$ cat src/rtl/mux_key.sv
// mux_key: keyed lookup multiplexer over a packed key/data table.
//
// The table `lut` holds NR_KEY entries. Entry i sits at bits [(i+1)*W-1 : i*W] with
// W = KEY_LEN + DATA_LEN. Its key is in the upper KEY_LEN bits and its data in the
// lower DATA_LEN bits. Every entry whose key equals `key` contributes its data to `out`
// by bitwise OR. When no entry matches, `out` takes `default_out`.
//
// Ports:
//   i_clk        clock, rising edge
//   i_rst        synchronous reset, active-low (clears out_q/hit_q only)
//   key          select key, KEY_LEN bits
//   lut          packed key/data table, NR_KEY*(KEY_LEN+DATA_LEN) bits
//   default_out  value driven on `out` when nothing matches
//   out          combinational selected data (OR of all matching entries)
//   hit          combinational, set when at least one entry matches
//   out_q        `out` registered one cycle later
//   hit_q        `hit` registered one cycle later
module mux_key #(
  parameter int unsigned NR_KEY   = 2,
  parameter int unsigned KEY_LEN  = 1,
  parameter int unsigned DATA_LEN = 1
) (
  input  logic                                    i_clk,
  input  logic                                    i_rst,
  input  logic [KEY_LEN-1:0]                      key,
  input  logic [NR_KEY*(KEY_LEN+DATA_LEN)-1:0]    lut,
  input  logic [DATA_LEN-1:0]                     default_out,
  output logic [DATA_LEN-1:0]                     out,
  output logic                                    hit,
  output logic [DATA_LEN-1:0]                     out_q,
  output logic                                    hit_q
);

  localparam int unsigned EntryW = KEY_LEN + DATA_LEN;

  logic [KEY_LEN-1:0]  entry_key  [NR_KEY];
  logic [DATA_LEN-1:0] entry_data [NR_KEY];
  logic [NR_KEY-1:0]   match;
  logic [DATA_LEN-1:0] match_data;

  // Unpack the flat table into per-entry key and data fields.
  always_comb begin
    for (int i = 0; i < int'(NR_KEY); i++) begin
      entry_data[i] = lut[i*EntryW +: DATA_LEN];
      entry_key[i]  = lut[i*EntryW + DATA_LEN +: KEY_LEN];
    end
  end

  // An unknown compare result takes the else path. X/Z on `key` therefore reads
  // as a non-match in simulation. Synthesis sees a plain equality.
  always_comb begin
    match = '0;
    for (int i = 0; i < int'(NR_KEY); i++) begin
      if (entry_key[i] == key) begin
        match[i] = 1'b1;
      end else begin
        match[i] = 1'b0;
      end
    end
  end

  // OR of all matching data. Entry order is irrelevant and duplicates merge.
  always_comb begin
    match_data = '0;
    for (int i = 0; i < int'(NR_KEY); i++) begin
      if (match[i]) begin
        match_data = match_data | entry_data[i];
      end
    end
  end

  always_comb begin
    hit = |match;
    out = hit ? match_data : default_out;
  end

  always_ff @(posedge i_clk) begin
    if (!i_rst) begin
      out_q <= '0;
      hit_q <= 1'b0;
    end else begin
      out_q <= out;
      hit_q <= hit;
    end
  end

endmodule

$ cat config.mk
export PLATFORM = sky130hd
export DESIGN_NAME = mux_key
export DESIGN_NICKNAME = d
export VERILOG_FILES = /design/src/rtl/mux_key.sv
export SDC_FILE = /design/constraint.sdc
export NUM_CORES = 1
export LEC_CHECK = 0
export ABC_AREA = 1
export BUFFER_PORTS_ARGS = -buffer_cell sky130_fd_sc_hd__buf_2
export CELL_PAD_IN_SITES_DETAIL_PLACEMENT = 1
export CELL_PAD_IN_SITES_GLOBAL_PLACEMENT = 1
export CORE_AREA = 5 5 42 44
export CTS_BUF_LIST = sky130_fd_sc_hd__clkbuf_16
export DETAILED_ROUTE_END_ITERATION = 8
export DIE_AREA = 0 0 47 49
export GPL_ROUTABILITY_DRIVEN = 0
export PLACE_DENSITY = 0.49
export SLEW_MARGIN = 20
export SYNTH_ARGS = -nofsm -noshare
export SYNTH_HDL_FRONTEND = slang
export SYNTH_SLANG_ARGS = --single-unit
$ cat constraint.sdc
create_clock -name i_clk -period 0.8 [get_ports i_clk]
set_input_delay 0.08 -clock i_clk [delete_from_list [all_inputs] [get_ports i_clk]]
set_output_delay 0.08 -clock i_clk [all_outputs]
set_load 0.03 [all_outputs]
---- Word level (Yosys, flattened, before mapping) ----
Index checks and enable logic that the tools add are counted.
Widths: inputs -> output; s select.
cells by class
  muxes and demuxes ....................... 5
  eq/ne operators ......................... 2
  bitwise logic cells ..................... 1
  reduce and logical (&&, ||, !) cells .... 1
operator list
  kind             count
  $mux 1           5
  $eq 1x1->1       2
  $reduce_or 2->1  1
  $or 1x1->1       1
word-level totals
  logic and storage cells ................. 11
  input bits .............................. 8
  register bits after elaboration ......... 2
  output and inout port bits .............. 4

---- Logic depth before layout (Yosys ltp) ----
Gate-level depths: netlist (run 1).
  depth after elaboration ................. 6
  gate-level depth with buffers ........... 7
  depth with buffers taken out ............ 7

---- Least setup slack after synthesis (run 1) ----
No wires, ideal clock.
  kind .................................... input to output
  start ................................... input key
  end ..................................... output out
  arrival ................................. 740 ps
  buffers on the path ..................... 0
  path slack .............................. -20 ps
  stages on the path ...................... 7
  required time ........................... 720 ps
  cells stage by stage .................... inv_2 nand2_2 nand2_2 nand2_2 nor2_2 nor2_2 inv_1
on the way
  elaborated cells on any way between the ends .. 9
RTL lines
  item                RTL line  text
  start: declaration  25        input logic [KEY_LEN-1:0] key,
  $eq 1x1->1          54        if (entry_key[i] == key) begin
  $mux 1              54
  $reduce_or 2->1 *   73        hit = |match;
  net hit             29        output logic hit,
  $mux 1 *            74        out = hit ? match_data : default_out;
  end: declaration    28        output logic [DATA_LEN-1:0] out,
The timed path passes the listed nets; every way through them passes the cells marked *.

---- Worst setup path after layout (run 1) ----
  start ................................... input key
  end ..................................... output out
on the way
  cells in the longest elaborated chain, start to end .. 6
  elaborated cells on any way between the ends .. 9
RTL lines
  item        RTL line  text
  $eq 1x1->1  54
  $mux 1      54
  $mux 1      66        if (match[i]) begin
  $or 1x1->1  67        match_data = match_data | entry_data[i];
  $mux 1      66
  $mux 1 *    74
Mark *: on every way between the ends. The rest lies on a longest branch, timed or not.

==> results of run 1 <==
==> synthesized netlist by cell type <==
cell type	n
a21oi_1	1
nand3_1	2
nand2_1	3
inv_2	1
nand2_2	5
nor2_2	3
dfxtp_1	2
inv_1	5
==> power by group through the flow <==
stage,registers [uW],clock network (uW),logic [uW]
final,110,743,266
after global routing,111,770,285
after CTS,110,764,201
after detailed placement,111,0,145
after global placement,111,0,145
after floorplan,129,0,66.7
==> metal layers <==
metal	GRT usage, %	up-vias	routed length [um]
met5	0	-	0
met4	5.53	0	0
met3	2.21	0	30
met2	9.28	5	368
met1	5.24	102	145
li1	-	110	-
==> state kept, by name (all words and copies together) (netlist names) <==
signal and count:
out_q 1, hit_q 1
==> cells by family after synthesis <==
group | after synthesis | synth area share, %
buffers and inverters | 6 | 16.2
DFF | 2 | 28.8
AOI/OAI and AO/OA | 1 | 3.60
and+or+nand+nor | 13 | 51.4
==> layout make-up <==
class	count	area share, %
Timing Repair Buffer	20	33.9
Multi-Input combinational cell	14	30.9
Clock buffer	3	15.3
Sequential cell	2	8.16
Inverter	6	7.65
Tap cell	16	4.08
==> metrics by stage <==
| step | hold slack [ns] | cells | cell area (um2) |
|---|---|---|---|
| after detailed placement | 0.332 | 52 | 236 |
| after CTS | 0.104 | 61 | 387 |
| final | 0.113 | 61 | 490 |
| after global routing | 0.154 | 61 | 490 |
| after floorplan | 0.227 | 22 | 139 |
| after global placement | 0.331 | 52 | 236 |
==> critical path: stages <==
cell and delay [ns]:
buf_12 0.12, clkinv_8 0.05, nand2_8 0.05, nand2_4 0.07, nand2_4 0.06, nor2_4 0.09, nor2_4 0.04, inv_2 0.04
buf_6 0.12
==> path summary, 6_finish.rpt <==
check                   end  start
worst min-delay path  out_q  i_rst
worst max-delay path    out    key
==> what timing repair did <==
action,4_1_cts,5_1_grt
resized for setup,11,24
pin swaps,5,8
endpoints found under the setup margin,1,4
setup buffers,6,0
==> flow_summary.json, run 1 <==
{
  "outcome": "complete, no violations",
  "port_buffers": 11,
  "synth_top_area_cell": "dfxtp_1",
  "yosysSeqAreaShare_pct": 28.8,
  "grt_max_degree": 4,
  "dpl_worst_slack_ns": -0.0980,
  "clockBufferDepth": 2,
  "slew_headroom_pct": 89.7,
  "vias": 217,
  "overflow": 0,
  "ff_latch_area_um2": 40.0,
  "internal_power_uw": 879,
  "ys_types": 8,
  "start_util_pct": 9.91,
  "netlist_instances": 22,
  "criticalPathCategory": "in -> out",
  "tightestPinTransition_ns": 0.155,
  "fp.coreArea_mm2": 0.00140,
  "htree_levels": 1,
  "arrival_ns": 0.72,
  "synth_top_area_share_pct": 28.8,
  "p_leak_uw": 0.000255,
  "layout_common_cells": "9 x buf_4, 6 x nand2_4, 6 x buf_2",
  "fin_crit_ns": 0.800,
  "drive_gt1_share_pct": 91.1,
  "synthesis.area_um2": 139,
  "cellPowerDensity_mw_per_mm2": 2280,
  "hold_buffers": 0,
  "clock_sinks": 2,
  "p_clk_share_pct": 66.4,
  "io_pins": 12,
  "postRouteAntennaNets": 0,
  "grt_pass1_wl_um": 924,
  "p_sw_share_pct": 21.5,
  "fin_crit_sh_pct": 100,
  "switchingPower_uw": 240,
  "worst-endpoint-required_ns": 0.72,
  "synth_warnings": 0,
  "design_power_total_uw": 1120,
  "finalMaxSlewViolations": 0,
  "comb_power_share_pct": 23.8,
  "start_kind": "input port",
  "first_global_vias": 239,
  "numCtsBuffers": 3,
  "final_common_cell": "buf_4",
  "p_seq_share_pct": 9.8,
  "setup_violations": 0,
  "synth-seq-cells": 2,
  "setup_tns_ns": 0,
  "max_cap_violations": 0,
  "fin_util_pct": 35.0,
  "hold_path.class": "in -> reg",
  "worst_slack_ns": 0.000291,
  "drtPass1Iterations": 1,
  "antenna_found_initial": 0,
  "fin_nets": 55,
  "postSynthAreaPerCell_um2": 6.31,
  "wl_per_cell_um": 8.92,
  "vias_per_cell": 3.56,
  "max_freq_mhz": 1250,
  "die-area_mm2": 0.00230,
  "routed_wl_um": 544,
  "drc": 0,
  "cts_tree": "yes",
  "worstHoldPathCells": 3,
  "drt_iter0_drc": 0,
  "die_w_um": 47,
  "rsz0062_at_grt": "yes",
  "clk_pin_slew_worst_paths_ns": 0.03,
  "multiInputGateArea_um2": 151,
  "hold_viol_final": 0,
  "placementRows": 14,
  "place.detailed.hpwl_um": 341,
  "ys_top_cells_by_area": "dfxtp_1 29%, nand2_2 23%, inv_1 14%",
  "antenna_cells": 0,
  "syn_to_final_growth_pct": 253,
  "clockRootBuffer": "clkbuf_16",
  "setup.worst_path.end_class": "output port",
  "nFillCells": 168,
  "fp.dieH_um": 49,
  "cp_max_fo": 3,
  "grt.total_usage_pct": 5.83,
  "ir_drop_uv": 504,
  "syn-num-nets": 30
}
Note: power is estimated with default switching activity, not from simulation.
==> run 2: changes to the inputs <==
--- a/config.mk
+++ b/config.mk
@@ -15,6 +15,7 @@
 export DIE_AREA = 0 0 47 49
 export GPL_ROUTABILITY_DRIVEN = 0
 export PLACE_DENSITY = 0.49
+export REMOVE_ABC_BUFFERS = 1
 export SLEW_MARGIN = 20
 export SYNTH_ARGS = -nofsm -noshare
 export SYNTH_HDL_FRONTEND = slang
==> flow_summary.json, run 2 (synthesis gave the netlist of run 1 again) <==
{
  "fp.coreArea_mm2": 0.00140,
  "worst-endpoint-required_ns": 0.72,
  "failed_checks": "negative setup slack",
  "postRouteAntennaNets": 0,
  "syn_to_final_growth_pct": 223,
  "criticalPathCategory": "in -> out",
  "outcome": "finished, violations left",
  "busiest_layer": "met2",
  "placedCellCount": 53,
  "drc": 0,
  "finalMaxSlewViolations": 0,
  "cts_tree": "yes",
  "fp.dieH_um": 49,
  "clockBufferDepth": 2,
  "nFillCells": 176,
  "ir_drop_uv": 538,
  "numCtsBuffers": 3,
  "max_cap_violations": 0,
  "dpl_worst_slack_ns": -0.0921,
  "first_global_vias": 205,
  "final_cell_count_no_fill": 60,
  "worst_slack_ns": -0.00501,
  "grt_util_met3_pct": 2.21,
  "setup.worst_path.end_class": "output port",
  "cp_slowest_cell": "buf_6",
  "hold_viol_final": 0,
  "met1_usage_pct": 4.37,
  "grt.total_usage_pct": 4.92,
  "place.detailed.hpwl_um": 328,
  "io_pins": 12,
  "hold_path.class": "in -> reg",
  "fin_nets": 54,
  "p_leak_uw": 0.000242,
  "crit_chain": "buf_8 -> nand2_2 -> nand2_4 -> nand2_4 -> nor2_4 -> nor2_2 -> inv_1 -> buf_6",
  "antenna_cells": 0,
  "drt_iter0_drc": 0,
  "clockRootBuffer": "clkbuf_16",
  "clk_pin_slew_worst_paths_ns": 0.03,
  "largestRegisters": "hit_q (1), out_q (1)",
  "rsz0062_at_grt": "yes",
  "design_power_total_uw": 1090,
  "slew_headroom_pct": 89.8,
  "grt_pass1_wl_um": 772,
  "start_kind": "input port",
  "setup_violations": 1,
  "layout_common_cells": "8 x buf_4, 6 x nand2_4, 6 x buf_2",
  "overflow": 0,
  "die-area_mm2": 0.00230,
  "vias_per_cell": 3.42,
  "hold_buffers": 0,
  "die_w_um": 47,
  "drtPass1Iterations": 1,
  "grtUsageMet2_pct": 7.24,
  "tightestPinTransition_ns": 0.154,
  "fin_crit_sh_pct": 101,
  "cellPowerDensity_mw_per_mm2": 2430,
  "drive_gt1_share_pct": 88.6,
  "clock_sinks": 2,
  "hold_slack_ns": 0.110,
  "port_buffers": 11,
  "grt_max_degree": 4,
  "hp-start": "i_rst",
  "worstHoldPathCells": 3,
  "min_to": "out_q",
  "arrival_ns": 0.73,
  "final_common_cell": "buf_4",
  "vias": 205,
  "multiInputGateArea_um2": 133,
  "crit_top_cell": "nand2_4",
  "ff_latch_area_um2": 40.0,
  "antenna_found_initial": 0,
  "start_util_pct": 9.91,
  "htree_levels": 1,
  "max_freq_mhz": 1240,
  "fin_crit_ns": 0.805,
  "cp_max_fo": 3,
  "wl_per_cell_um": 7.82,
  "placementRows": 14,
  "cpPeakStageDelay_ns": 0.13,
  "routed_wl_um": 469,
  "fin_util_pct": 32.0
}
run 2: changes by cell type in the layout (fill, tap and decap cells not counted), sizes merged:
cell,change
buf,-1
clkinv,-1
inv,+1
run 2: critical path: cells and delay by family:
| kind | cells | cell delay, ns |
|---|---|---|
| AND/OR/NAND/NOR | 5 | 0.36 |
| buffers and inverters | 3 | 0.30 |
run 2: metal layers:
metal	up-vias	wire (um)
met3	0	25
met2	5	291
met1	92	152
met5	-	0
li1	108	-
met4	0	0
run 2: how the worst max path moves through the flow:
stage / cells after the start / slack, ns / endpoint / start
floorplan: 7 / -0.02 / out / key
global placement: 9 / -0.09 / out / lut[3]
detailed placement: 9 / -0.09 / out / lut[1]
CTS: 9 / -0.04 / out / key
global route: 9 / -0.06 / out / lut[3]
finish: 8 / -0.005 / out / key
run 2: what timing repair did:
| item | 4_1_cts | 5_1_grt |
|---|---|---|
| gates resized for setup | 12 | 16 |
| setup endpoints to repair | 2 | 3 |
| hold endpoints to repair | 0 | 0 |
| pin swaps | 5 | 8 |
| buffers inserted | 4 | 0 |
run 2: area by class of cell:
cell class                 instances  share of cell area, %
multi-input combinational         14                   29.6
tap                               16                   4.47
timing repair buffer              19                   33.5
sequential                         2                   8.94
clock buffer                       3                   16.8
inverter                           6                   6.70
run 2: where the power goes:
group          internal [uW]  total [uW]  switching, uW  leakage, uW
Sequential               109         110           1.34    0.0000168
Combinational            119         236            117     0.000189
Clock                    635         745            109    0.0000370
run 2: stage by stage:
step / cell area, um2 / TNS [ns]
2_1_floorplan: 139 / -0.0199
3_3_place_gp: 244 / -0.156
3_5_place_dp: 244 / -0.148
4_1_cts: 385 / -0.0432
5_1_grt: 448 / -0.0826
6_report: 448 / -0.00501
==> run 3: changes to the inputs <==
--- a/config.mk
+++ b/config.mk
@@ -14,6 +14,7 @@
 export DETAILED_ROUTE_END_ITERATION = 8
 export DIE_AREA = 0 0 47 49
 export GPL_ROUTABILITY_DRIVEN = 0
+export GPL_TIMING_DRIVEN = 0
 export PLACE_DENSITY = 0.49
 export REMOVE_ABC_BUFFERS = 1
 export SLEW_MARGIN = 20
==> flow_summary.json, run 3 (synthesis gave the netlist of run 1 again) <==
{
  "cpPeakStageDelay_ns": 0.12,
  "grt_pass1_wl_um": 807,
  "cp_max_fo": 3,
  "fin_crit_sh_pct": 101,
  "place.detailed.hpwl_um": 318,
  "hold_buffers": 0,
  "internal_power_uw": 863,
  "port_buffers": 11,
  "die-area_mm2": 0.00230,
  "placed_cell_area_um2": 214,
  "routed_wl_um": 455,
  "numCtsBuffers": 3,
  "switchingPower_uw": 218,
  "die_w_um": 47,
  "drtPass1Iterations": 1,
  "outcome": "finished, violations left",
  "p_seq_share_pct": 10.2,
  "wl_per_cell_um": 7.58,
  "fp.coreArea_mm2": 0.00140,
  "hp-start": "i_rst",
  "layout_common_cells": "8 x buf_4, 6 x buf_2, 4 x nand2_4",
  "p_clk_share_pct": 68.7,
  "path_delay_family": "buffers and inverters",
  "placementRows": 14,
  "p_sw_share_pct": 20.1,
  "start_kind": "input port",
  "max_freq_mhz": 1230,
  "clockBufferDepth": 2,
  "vias": 202,
  "p_leak_uw": 0.000237,
  "drt_iter0_drc": 0,
  "hold_viol_final": 0,
  "drive_gt1_share_pct": 88.6,
  "cts_tree": "yes",
  "crit_chain": "buf_12 -> inv_6 -> nand2_4 -> nand2_4 -> nand2_2 -> nor2_2 -> nor2_2 -> inv_2 -> buf_6",
  "fin_crit_ns": 0.810,
  "antenna_found_initial": 0,
  "comb_power_share_pct": 21.1,
  "worst-endpoint-required_ns": 0.72,
  "fp.dieH_um": 49,
  "grt.total_usage_pct": 5.13,
  "grt_util_met3_pct": 2.21,
  "hold_path.class": "in -> reg",
  "grt_max_degree": 4,
  "largestRegisters": "hit_q (1), out_q (1)",
  "criticalPathCategory": "in -> out",
  "clockRootBuffer": "clkbuf_16",
  "clock_sinks": 2,
  "arrival_ns": 0.73,
  "start_util_pct": 9.91,
  "failed_checks": "negative setup slack",
  "cp_slowest_cell": "buf_6",
  "cellPowerDensity_mw_per_mm2": 2470,
  "setup.worst_path.end_class": "output port",
  "finalInstanceArea_um2": 437,
  "path_depth": 9,
  "final_cell_count_no_fill": 60,
  "htree_levels": 1,
  "placedCellCount": 49,
  "slew_headroom_pct": 89.7,
  "met1_usage_pct": 5.02,
  "grtUsageMet2_pct": 7.24,
  "first_global_vias": 215,
  "syn_to_final_growth_pct": 214,
  "vias_per_cell": 3.37,
  "antenna_cells": 0,
  "tightestPinTransition_ns": 0.155,
  "clk_pin_slew_worst_paths_ns": 0.03,
  "busiest_layer": "met2",
  "crit_buf_inv": 4,
  "ir_drop_uv": 471,
  "dpl_worst_slack_ns": -0.103,
  "setup_violations": 1,
  "io_pins": 12,
  "worstHoldPathCells": 3,
  "overflow": 0,
  "finalMaxSlewViolations": 0,
  "worst_slack_ns": -0.0103,
  "hold_slack_ns": 0.112,
  "fin_nets": 54,
  "drc": 0,
  "postRouteAntennaNets": 0,
  "min_to": "out_q",
  "final_common_cell": "buf_4",
  "max_cap_violations": 0,
  "rsz0062_at_grt": "yes"
}
run 3: worst max-delay path by stage:
| stage | slack (ns) | from | to |
|---|---|---|---|
| finish | -0.01 | key | out |
| detailed placement | -0.10 | key | out |
| global placement | -0.10 | key | out |
| CTS | -0.05 | key | out |
| floorplan | -0.02 | key | out |
| global route | -0.08 | lut[3] | out |
run 3: layer usage:
metal  share of wire, %  up-vias  wire, um
met4                  0        0         0
met1                 34       89       153
met2                 60        5       272
li1                   -      108         -
met5                  0        -         0
met3                6.6        0        30
run 3: final cells by class:
cell class / instances / area, um2
repair buffers: 19 / 159
clock buffers: 3 / 75.1
flip-flops and latches: 2 / 40.0
multi-input cells: 14 / 115
inverters: 6 / 27.5
well taps: 16 / 20.0
fillers: 171 / 965
run 3: through the flow:
| step | TNS, ns | power, uW | util [%] |
|---|---|---|---|
| detailed placement | -0.103 | 237 | 15.3 |
| CTS | -0.0473 | 1060 | 26.5 |
| global placement | -0.102 | 237 | 15.3 |
| finish | -0.0103 | 1080 | 31.2 |
| global route | -0.0755 | 1130 | 31.2 |
| floorplan | -0.0199 | 194 | - |
run 3: power groups by stage:
stage / clock network (uW) / registers, uW / logic (uW)
floorplan: 0 / 129 / 65.3
global placement: 0 / 111 / 125
detailed placement: 0 / 111 / 126
CTS: 762 / 110 / 186
global route: 771 / 111 / 248
finish: 743 / 110 / 228
run 3: what timing repair did:
item | CTS | global route
endpoints found under the hold margin | 0 | 0
pin swaps | 5 | 7
setup endpoints to repair | 1 | 3
gates resized for setup | 11 | 15
buffers inserted | 7 | 1
